### config.mk
export PLATFORM = sky130hd
export DESIGN_NAME = gpio_ctrl_param
export DESIGN_NICKNAME = d
export VERILOG_FILES = /design/src/rtl/gpio_ctrl_param.sv
export SDC_FILE = /design/constraint.sdc
export NUM_CORES = 1
export LEC_CHECK = 0
export ABC_AREA = 1
export BUFFER_PORTS_ARGS = -buffer_cell sky130_fd_sc_hd__buf_2
export CAP_MARGIN = 20
export CORE_MARGIN = 10
export CORE_UTILIZATION = 47
export DETAILED_ROUTE_END_ITERATION = 12
export GPL_ROUTABILITY_DRIVEN = 0
export GPL_TIMING_DRIVEN = 0
export PLACE_DENSITY_LB_ADDON = 0.12
export REMOVE_ABC_BUFFERS = 1
export SLEW_MARGIN = 20
export SYNTH_ARGS = -nofsm -noshare
export SYNTH_HDL_FRONTEND = slang
export SYNTH_SLANG_ARGS = --single-unit
### constraint.sdc
create_clock -name clk -period 3.2 [get_ports clk]
set_input_delay 0 -clock clk [delete_from_list [all_inputs] [get_ports clk]]
set_output_delay 0 -clock clk [all_outputs]
set_load 0.03 [all_outputs]
### src/rtl/gpio_ctrl_param.sv
// Parametrised GPIO controller: direction, atomic set/clear/toggle, synchronised inputs,
// per-pin edge interrupts with W1C status and a registered level interrupt.
module gpio_ctrl_param #(
    parameter int unsigned N_PINS      = 32,
    parameter int unsigned SYNC_STAGES = 2,
    parameter int unsigned ADDR_W      = 8
) (
    input  logic              clk,
    input  logic              rst_n,
    input  logic              gpio_en,
    input  logic              write_enable,
    input  logic [ADDR_W-1:0] gpio_addr,
    input  logic [31:0]       gpio_wdata,
    output logic [31:0]       gpio_rdata,
    output logic              gpio_ready,
    input  logic [N_PINS-1:0] gpio_in,
    output logic [N_PINS-1:0] gpio_out,
    output logic [N_PINS-1:0] gpio_oe,
    output logic              gpio_irq
);

    localparam logic [31:0] W_DATA_OUT   = 32'd0;
    localparam logic [31:0] W_DIR        = 32'd1;
    localparam logic [31:0] W_DATA_IN    = 32'd2;
    localparam logic [31:0] W_SET        = 32'd3;
    localparam logic [31:0] W_CLR        = 32'd4;
    localparam logic [31:0] W_TOGGLE     = 32'd5;
    localparam logic [31:0] W_IRQ_EN     = 32'd6;
    localparam logic [31:0] W_IRQ_POL    = 32'd7;
    localparam logic [31:0] W_IRQ_STATUS = 32'd8;

    logic [N_PINS-1:0] data_out_q, data_out_d;
    logic [N_PINS-1:0] dir_q, dir_d;
    logic [N_PINS-1:0] irq_en_q, irq_en_d;
    logic [N_PINS-1:0] irq_pol_q, irq_pol_d;
    logic [N_PINS-1:0] irq_status_q, irq_status_d;
    logic [N_PINS-1:0] prev_in_q, prev_in_d;
    logic [SYNC_STAGES-1:0][N_PINS-1:0] sync_q, sync_d;
    logic [31:0]       rdata_q, rdata_d;
    logic              ready_q, ready_d;
    logic              irq_q, irq_d;

    logic [N_PINS-1:0] sync_in, data_in, rise, fall, edge_hit, wbits, w1c;
    logic [31:0]       word_idx;
    logic              wr, rd;

    // Address bits [1:0] and write-data bits above N_PINS are intentionally ignored.
    logic unused_bits;
    assign unused_bits = &{1'b0, gpio_addr[1:0], gpio_wdata};

    function automatic logic [31:0] pad(input logic [N_PINS-1:0] v);
        pad = '0;
        pad[N_PINS-1:0] = v;
    endfunction

    always_comb begin
        word_idx = '0;
        word_idx[ADDR_W-3:0] = gpio_addr[ADDR_W-1:2];
    end

    assign wr    = gpio_en & write_enable;
    assign rd    = gpio_en & ~write_enable;
    assign wbits = gpio_wdata[N_PINS-1:0];

    assign sync_in  = sync_q[SYNC_STAGES-1];
    assign data_in  = (dir_q & data_out_q) | (~dir_q & sync_in);
    assign rise     = sync_in & ~prev_in_q;
    assign fall     = ~sync_in & prev_in_q;
    assign edge_hit = ~dir_q & irq_en_q & ((irq_pol_q & fall) | (~irq_pol_q & rise));

    always_comb begin
        sync_d    = {sync_q[SYNC_STAGES-2:0], gpio_in};
        prev_in_d = sync_in;
    end

    always_comb begin
        data_out_d = data_out_q;
        dir_d      = dir_q;
        irq_en_d   = irq_en_q;
        irq_pol_d  = irq_pol_q;
        w1c        = '0;
        if (wr) begin
            case (word_idx)
                W_DATA_OUT:   data_out_d = wbits;
                W_DIR:        dir_d      = wbits;
                W_SET:        data_out_d = data_out_q | wbits;
                W_CLR:        data_out_d = data_out_q & ~wbits;
                W_TOGGLE:     data_out_d = data_out_q ^ wbits;
                W_IRQ_EN:     irq_en_d   = wbits;
                W_IRQ_POL:    irq_pol_d  = wbits;
                W_IRQ_STATUS: w1c        = wbits;
                default:      ;
            endcase
        end
        // A fresh edge overrides a same-cycle W1C of that bit.
        irq_status_d = (irq_status_q & ~w1c) | edge_hit;
    end

    always_comb begin
        rdata_d = rdata_q;
        if (rd) begin
            case (word_idx)
                W_DATA_OUT:   rdata_d = pad(data_out_q);
                W_DIR:        rdata_d = pad(dir_q);
                W_DATA_IN:    rdata_d = pad(data_in);
                W_IRQ_EN:     rdata_d = pad(irq_en_q);
                W_IRQ_POL:    rdata_d = pad(irq_pol_q);
                W_IRQ_STATUS: rdata_d = pad(irq_status_q);
                default:      rdata_d = '0;
            endcase
        end
        ready_d = gpio_en;
        irq_d   = |(irq_status_q & irq_en_q);
    end

    always_ff @(posedge clk or negedge rst_n) begin
        if (!rst_n) begin
            data_out_q   <= '0;
            dir_q        <= '0;
            irq_en_q     <= '0;
            irq_pol_q    <= '0;
            irq_status_q <= '0;
            prev_in_q    <= '0;
            sync_q       <= '0;
            rdata_q      <= '0;
            ready_q      <= 1'b0;
            irq_q        <= 1'b0;
        end else begin
            data_out_q   <= data_out_d;
            dir_q        <= dir_d;
            irq_en_q     <= irq_en_d;
            irq_pol_q    <= irq_pol_d;
            irq_status_q <= irq_status_d;
            prev_in_q    <= prev_in_d;
            sync_q       <= sync_d;
            rdata_q      <= rdata_d;
            ready_q      <= ready_d;
            irq_q        <= irq_d;
        end
    end

    assign gpio_out   = data_out_q;
    assign gpio_oe    = dir_q;
    assign gpio_rdata = rdata_q;
    assign gpio_ready = ready_q;
    assign gpio_irq   = irq_q;

endmodule

==> results of run 1 <==
-- critical path: stages --
cell and delay (ps):
buf_2 130, nor2_2 650, nand3_2 770, nand3_1 370, nand2_4 290, buf_12 290
nor2_1 100, nand2_1 60, nand2_1 50
-- path summary, 6_finish.rpt --
kind / slack, ps / startpoint / to
min: 20 / rst_n / gpio_out[21]
min in group clk: 100 / gpio_addr[4] / gpio_rdata[29]
min reg2reg: 350 / sync_d[42] / prev_in_d[10]
max: 900 / gpio_addr[3] / gpio_out[12]
max in group asynchronous: 2060 / rst_n / gpio_out[19]
max reg2reg: 1850 / gpio_out[4] / gpio_out[4]
-- registers in the layout (all words and copies together) (netlist names) --
signal / flops
gpio_oe: 32
gpio_out: 32
gpio_rdata: 32
irq_en_q: 32
irq_pol_q: 32
irq_status_q: 32
prev_in_d: 32
prev_in_q: 32
sync_d: 32
gpio_irq: 1
gpio_ready: 1
-- kinds of logic after synthesis --
logic type,synth area share (%)
fa+ha+maj,5.42
simple gates,28.7
buf+inv,7.57
flops,49.2
compound gates,9.16
-- metrics by stage --
stage                     instance area (um^2)  hold slack, ps  total power, W
after CTS                                18100            35.5          0.0100
after floorplan                          14500            -296         0.00529
after global placement                   15800             108         0.00587
final                                    18100            24.4         0.00995
after global routing                     18100            60.5          0.0104
after detailed placement                 16300           -37.8         0.00597
-- power by group through the flow --
stage,logic (W),registers [W],clock network [W]
global placement,0.00147,0.00440,0
detailed placement,0.00156,0.00441,0
floorplan,0.000643,0.00465,0
CTS,0.00163,0.00435,0.00406
finish,0.00161,0.00435,0.00398
global route,0.00181,0.00441,0.00421
-- layer usage --
metal  wire, um  global-route usage (%)  part of all wire (%)  vias up
li1           -                       -                     -     6525
met1      20200                    30.5                    44     6289
met4       1060                    6.92                   2.3        0
met2      21700                    39.4                    48      380
met5          0                       0                     0        -
met3       2600                    3.83                   5.7       72
-- cells in the final DEF, fill, tap and decap left out, types with 13 or more instances in the layout --
master / netlist / final
dlygate4sd3_1: 0 / 67
o2111ai_1: 16 / 16
o21ai_1: 15 / 15
clkbuf_16: 0 / 37
buf_2: 26 / 170
o21ai_0: 116 / 116
dfrtp_1: 290 / 290
clkinv_1: 29 / 29
nand2_1: 619 / 615
nor2_1: 318 / 312
nor3_1: 22 / 22
o22ai_1: 15 / 15
a21oi_1: 37 / 37
o211ai_1: 13 / 13
inv_1: 184 / 184
ha_1: 64 / 64
nand3_1: 76 / 76
-- cell type report --
cell class	instances	area, um^2
clock inverter	8	103
multi-input combinational	1361	6470
fill	2787	12700
inverter	215	807
sequential	290	7260
clock buffer	51	1050
antenna	3	7.51
tap	396	495
timing repair buffer	255	1930
-- what timing repair did --
action	in CTS	in global routing
setup buffers	0	0
hold buffers	67	0
hold endpoints to repair	395	0
==> results.cfg, run 1 <==
[synth]
synth_most_common_cell = nand2_1
ys_types = 29
syn_area_um2 = 14800
syn_inst = 1938
synth_flop_cell = dfrtp_1
yosysTopAreaCell = dfrtp_1
synth.top_cells.by_count = nand2_1 (619), nor2_1 (318), dfrtp_1 (290)
avgSynthCellArea_um2 = 7.62
synth_edf_count = 0
synth_top_area_share_pct = 49.2
ys_seq_area_share_pct = 49.2
ys_ff_latch = 290
yosys_warnings = 0
ys_top_cells_by_area = dfrtp_1 (49%), nand2_1 (16%), nor2_1 (8.1%), ha_1 (5.4%), inv_1 (4.7%)
async_flop_share_pct = 100

[timing]
rsz0062_at_grt = false
finalSetupViolCount = 0
worst_slew_pin_slew_ps = 852
fmax_mhz = 434
fin_tns_setup_ps = 0
skew_ps = 15.4
slew_violations = 0
max_slew_margin_pct = 43.1
layout_setup_ws_ps = 896
post-route-min-period_ps = 2300
hold_viol = 0
fin_crit_sh_pct = 72.0

[power]
p_sw_share_pct = 30.0
switchingPower_w = 0.00298
p_leak_nw = 9.16
p_int_w = 0.00697
pwr-share-seq_pct = 43.7
p_clk_share_pct = 40.0
irDropWorstVdd_mv = 0.388
p_per_area_nw_per_um2 = 549
combPwrFrac_pct = 16.2

[floorplanning]
die-area_um2 = 38900
fp.dieH_um = 197
ios = 174
rows = 64
fp.coreArea_um2 = 30800
initial_utilization_pct = 47.9
die_x_um = 197

[placed_design]
port_buffers = 171
placed_cells = 2449
post-dp-hpwl_mm = 28.9
post-place-ws_ps = 475

[drt]
routed_wirelength_mm = 45.6
postRouteAntennaNets = 0
drc = 0
drt-pass1-iter-count = 5
drtIter0Drc = 850
wl_per_cell_um = 17.7
vias_per_cell = 5.14
vias = 13266

[setup_path]
worstSetupPathType = in -> reg
reg2regPathDepth = 8
cp-start-kind = input port
arrival_ps = 2740
required_ps = 3640
cp-end-kind = flop
critPathMaxFanout = 36

[global_route]
grt_pass1_vias = 12974
grt_util_all_layers_pct = 23.4
grt-ovfl-total = 0
grt_max_degree = 96
grt_pass1_wl_mm = 72.0
antenna_found_initial = 3

[clocking]
clock-root-buffer = clkbuf_16
cts_tree = done
clk_pin_slew_worst_paths_ps = 60
clock_path_buffers = 3
clk_latency_ps = 510
numCtsBuffers = 35
cts.repair.resized = 0
htreeDepth = 2
cts.sinks = 290

[finish]
syn2layout_area_growth_pct = 22.8
drive_gt1_share_pct = 12.3
fin_cells = 2579
utilization_pct = 58.8
nNetsFinal = 2298

[status]
outcome = finished, final reports clean

[min_path]
hp-class = in -> async

[run]
maxCapViolations = 0
(Power assumes the default switching activity.)
==> run 2: changes to the inputs <==
Clock period 3.2 ns to 2.2 ns, I/O delays scaled along.
==> run 2 against run 1 <==
Effect of this change: worst hold slack about the same; sequential power up 46%; worst setup slack worse by 700 ps; clock skew down 1.5 ps; design area about the same; largest cell class unchanged; highest routed layer unchanged.
==> results.cfg, run 2 (synthesis results as in run 1) <==
[status]
outcome = finished, final reports clean

[drt]
drt-pass1-iter-count = 5
drtIter0Drc = 897
routed_wirelength_mm = 45.4
vias_per_cell = 5.12
postRouteAntennaNets = 0
vias = 13205
wl_per_cell_um = 17.6
drc = 0

[global_route]
grt_pass1_vias = 12982
grt_max_degree = 96
antenna_found_initial = 3
grt_util_all_layers_pct = 23.5
grt_pass1_wl_mm = 72.0
grt-ovfl-total = 0

[clocking]
clk_pin_slew_worst_paths_ps = 60
clock_path_buffers = 3
clock-root-buffer = clkbuf_16
htreeDepth = 2
clk_latency_ps = 510
cts.sinks = 290
numCtsBuffers = 35
cts_tree = done

[setup_path]
crit_path_cell_trace = buf_2, nor2_4, buf_16, nand3_2, nor2_4, nand2_4, o21ai_0
required_ps = 2600
worstSetupPathType = in -> reg
max_stage_delay_ps = 620
cpMostUsedCell = nor2_4
cp_num_buf_inv = 2
crit_slowest_cell = nor2_4
cp-end-kind = flop
critPathMaxFanout = 64
arrival_ps = 2400
cp-start-kind = input port
path_delay_family = simple AND/OR/NAND/NOR gates

[power]
combPwrFrac_pct = 16.2
p_sw_share_pct = 29.9
switchingPower_w = 0.00433
pwr-share-seq_pct = 43.7
irDropWorstVdd_mv = 0.564
p_per_area_nw_per_um2 = 798
p_int_w = 0.0101
p_leak_nw = 9.16
p_clk_share_pct = 40.0

[floorplanning]
rows = 64
die-area_um2 = 38900
die_x_um = 197
initial_utilization_pct = 47.9
ios = 174
fp.dieH_um = 197
fp.coreArea_um2 = 30800

[finish]
final_cell_mix = nand2_1 (615), nor2_1 (312), dfrtp_1 (290)
syn2layout_area_growth_pct = 22.8
fin_area_um2 = 18100
drive_gt1_share_pct = 12.3
nNetsFinal = 2298
layout_commonest_cell = nand2_1

[timing]
post-route-min-period_ps = 2000
slew_violations = 0
fin_crit_sh_pct = 90.9
worst_slew_pin_slew_ps = 857
fin_tns_setup_ps = 0
fmax_mhz = 500
hold_viol = 0
rsz0062_at_grt = false
max_slew_margin_pct = 42.7
finalSetupViolCount = 0
skew_ps = 13.9

[min_path]
hp-class = in -> async

[placed_design]
port_buffers = 171
dpl_cell_area_um2 = 16300
post-dp-hpwl_mm = 28.9

[run]
maxCapViolations = 0
[run 2: power by group through the flow]
stage / Combinational [W] / Sequential (W) / Clock (W)
after floorplan: 0.000935 / 0.00676 / 0
after CTS: 0.00237 / 0.00632 / 0.00590
after global routing: 0.00263 / 0.00641 / 0.00613
after detailed placement: 0.00227 / 0.00641 / 0
final: 0.00235 / 0.00633 / 0.00579
after global placement: 0.00214 / 0.00640 / 0
[run 2: through the flow]
stage | worst slack, ps | power, W | std cells | util, % | hold WS [ps]
global placement | -4870 | 0.00854 | 2433 | 51.3 | 108
detailed placement | -525 | 0.00868 | 2449 | 52.8 | -37.8
floorplan | -1460 | 0.00770 | 1866 | - | -296
global route | 26.6 | 0.0152 | 2579 | 58.8 | 60.5
finish | 200 | 0.0145 | 2579 | 58.8 | 24.7
CTS | 205 | 0.0146 | 2575 | 58.8 | 35.5
[run 2: cell type report]
class	instances	area (um^2)
Fill cell	2783	12700
Sequential cell	290	7260
Multi-Input combinational cell	1361	6480
Timing Repair Buffer	255	1930
Clock buffer	51	1050
Inverter	215	807
Tap cell	396	495
Clock inverter	8	103
Antenna cell	3	7.51
[run 2: layer usage]
layer  track usage [%]  routed length (um)  vias up
li1                  -                   -     6525
met5                 0                   0        -
met4              6.95                1030        0
met2              39.4               21700      334
met1              30.5               20400     6279
met3              3.83                2300       67
[run 2: final timing paths]
kind	start	endpoint	slack, ps	depth (start not counted)
max	gpio_addr[7]	irq_en_q[10]	200	7
min	rst_n	gpio_out[21]	20	2
max reg2reg	gpio_out[4]	gpio_out[4]	880	8
min reg2reg	sync_d[42]	prev_in_d[10]	350	0
max in group asynchronous	rst_n	gpio_out[19]	1060	4
min in group clk	gpio_addr[4]	gpio_rdata[29]	100	5
[run 2: what timing repair did]
| action | CTS | global route |
|---|---|---|
| hold buffers | 67 | 0 |
| hold endpoints to repair | 395 | 0 |
| gates resized for setup | 1 | 0 |
| buffers inserted | 0 | 0 |
| setup endpoints to repair | 13 | 0 |
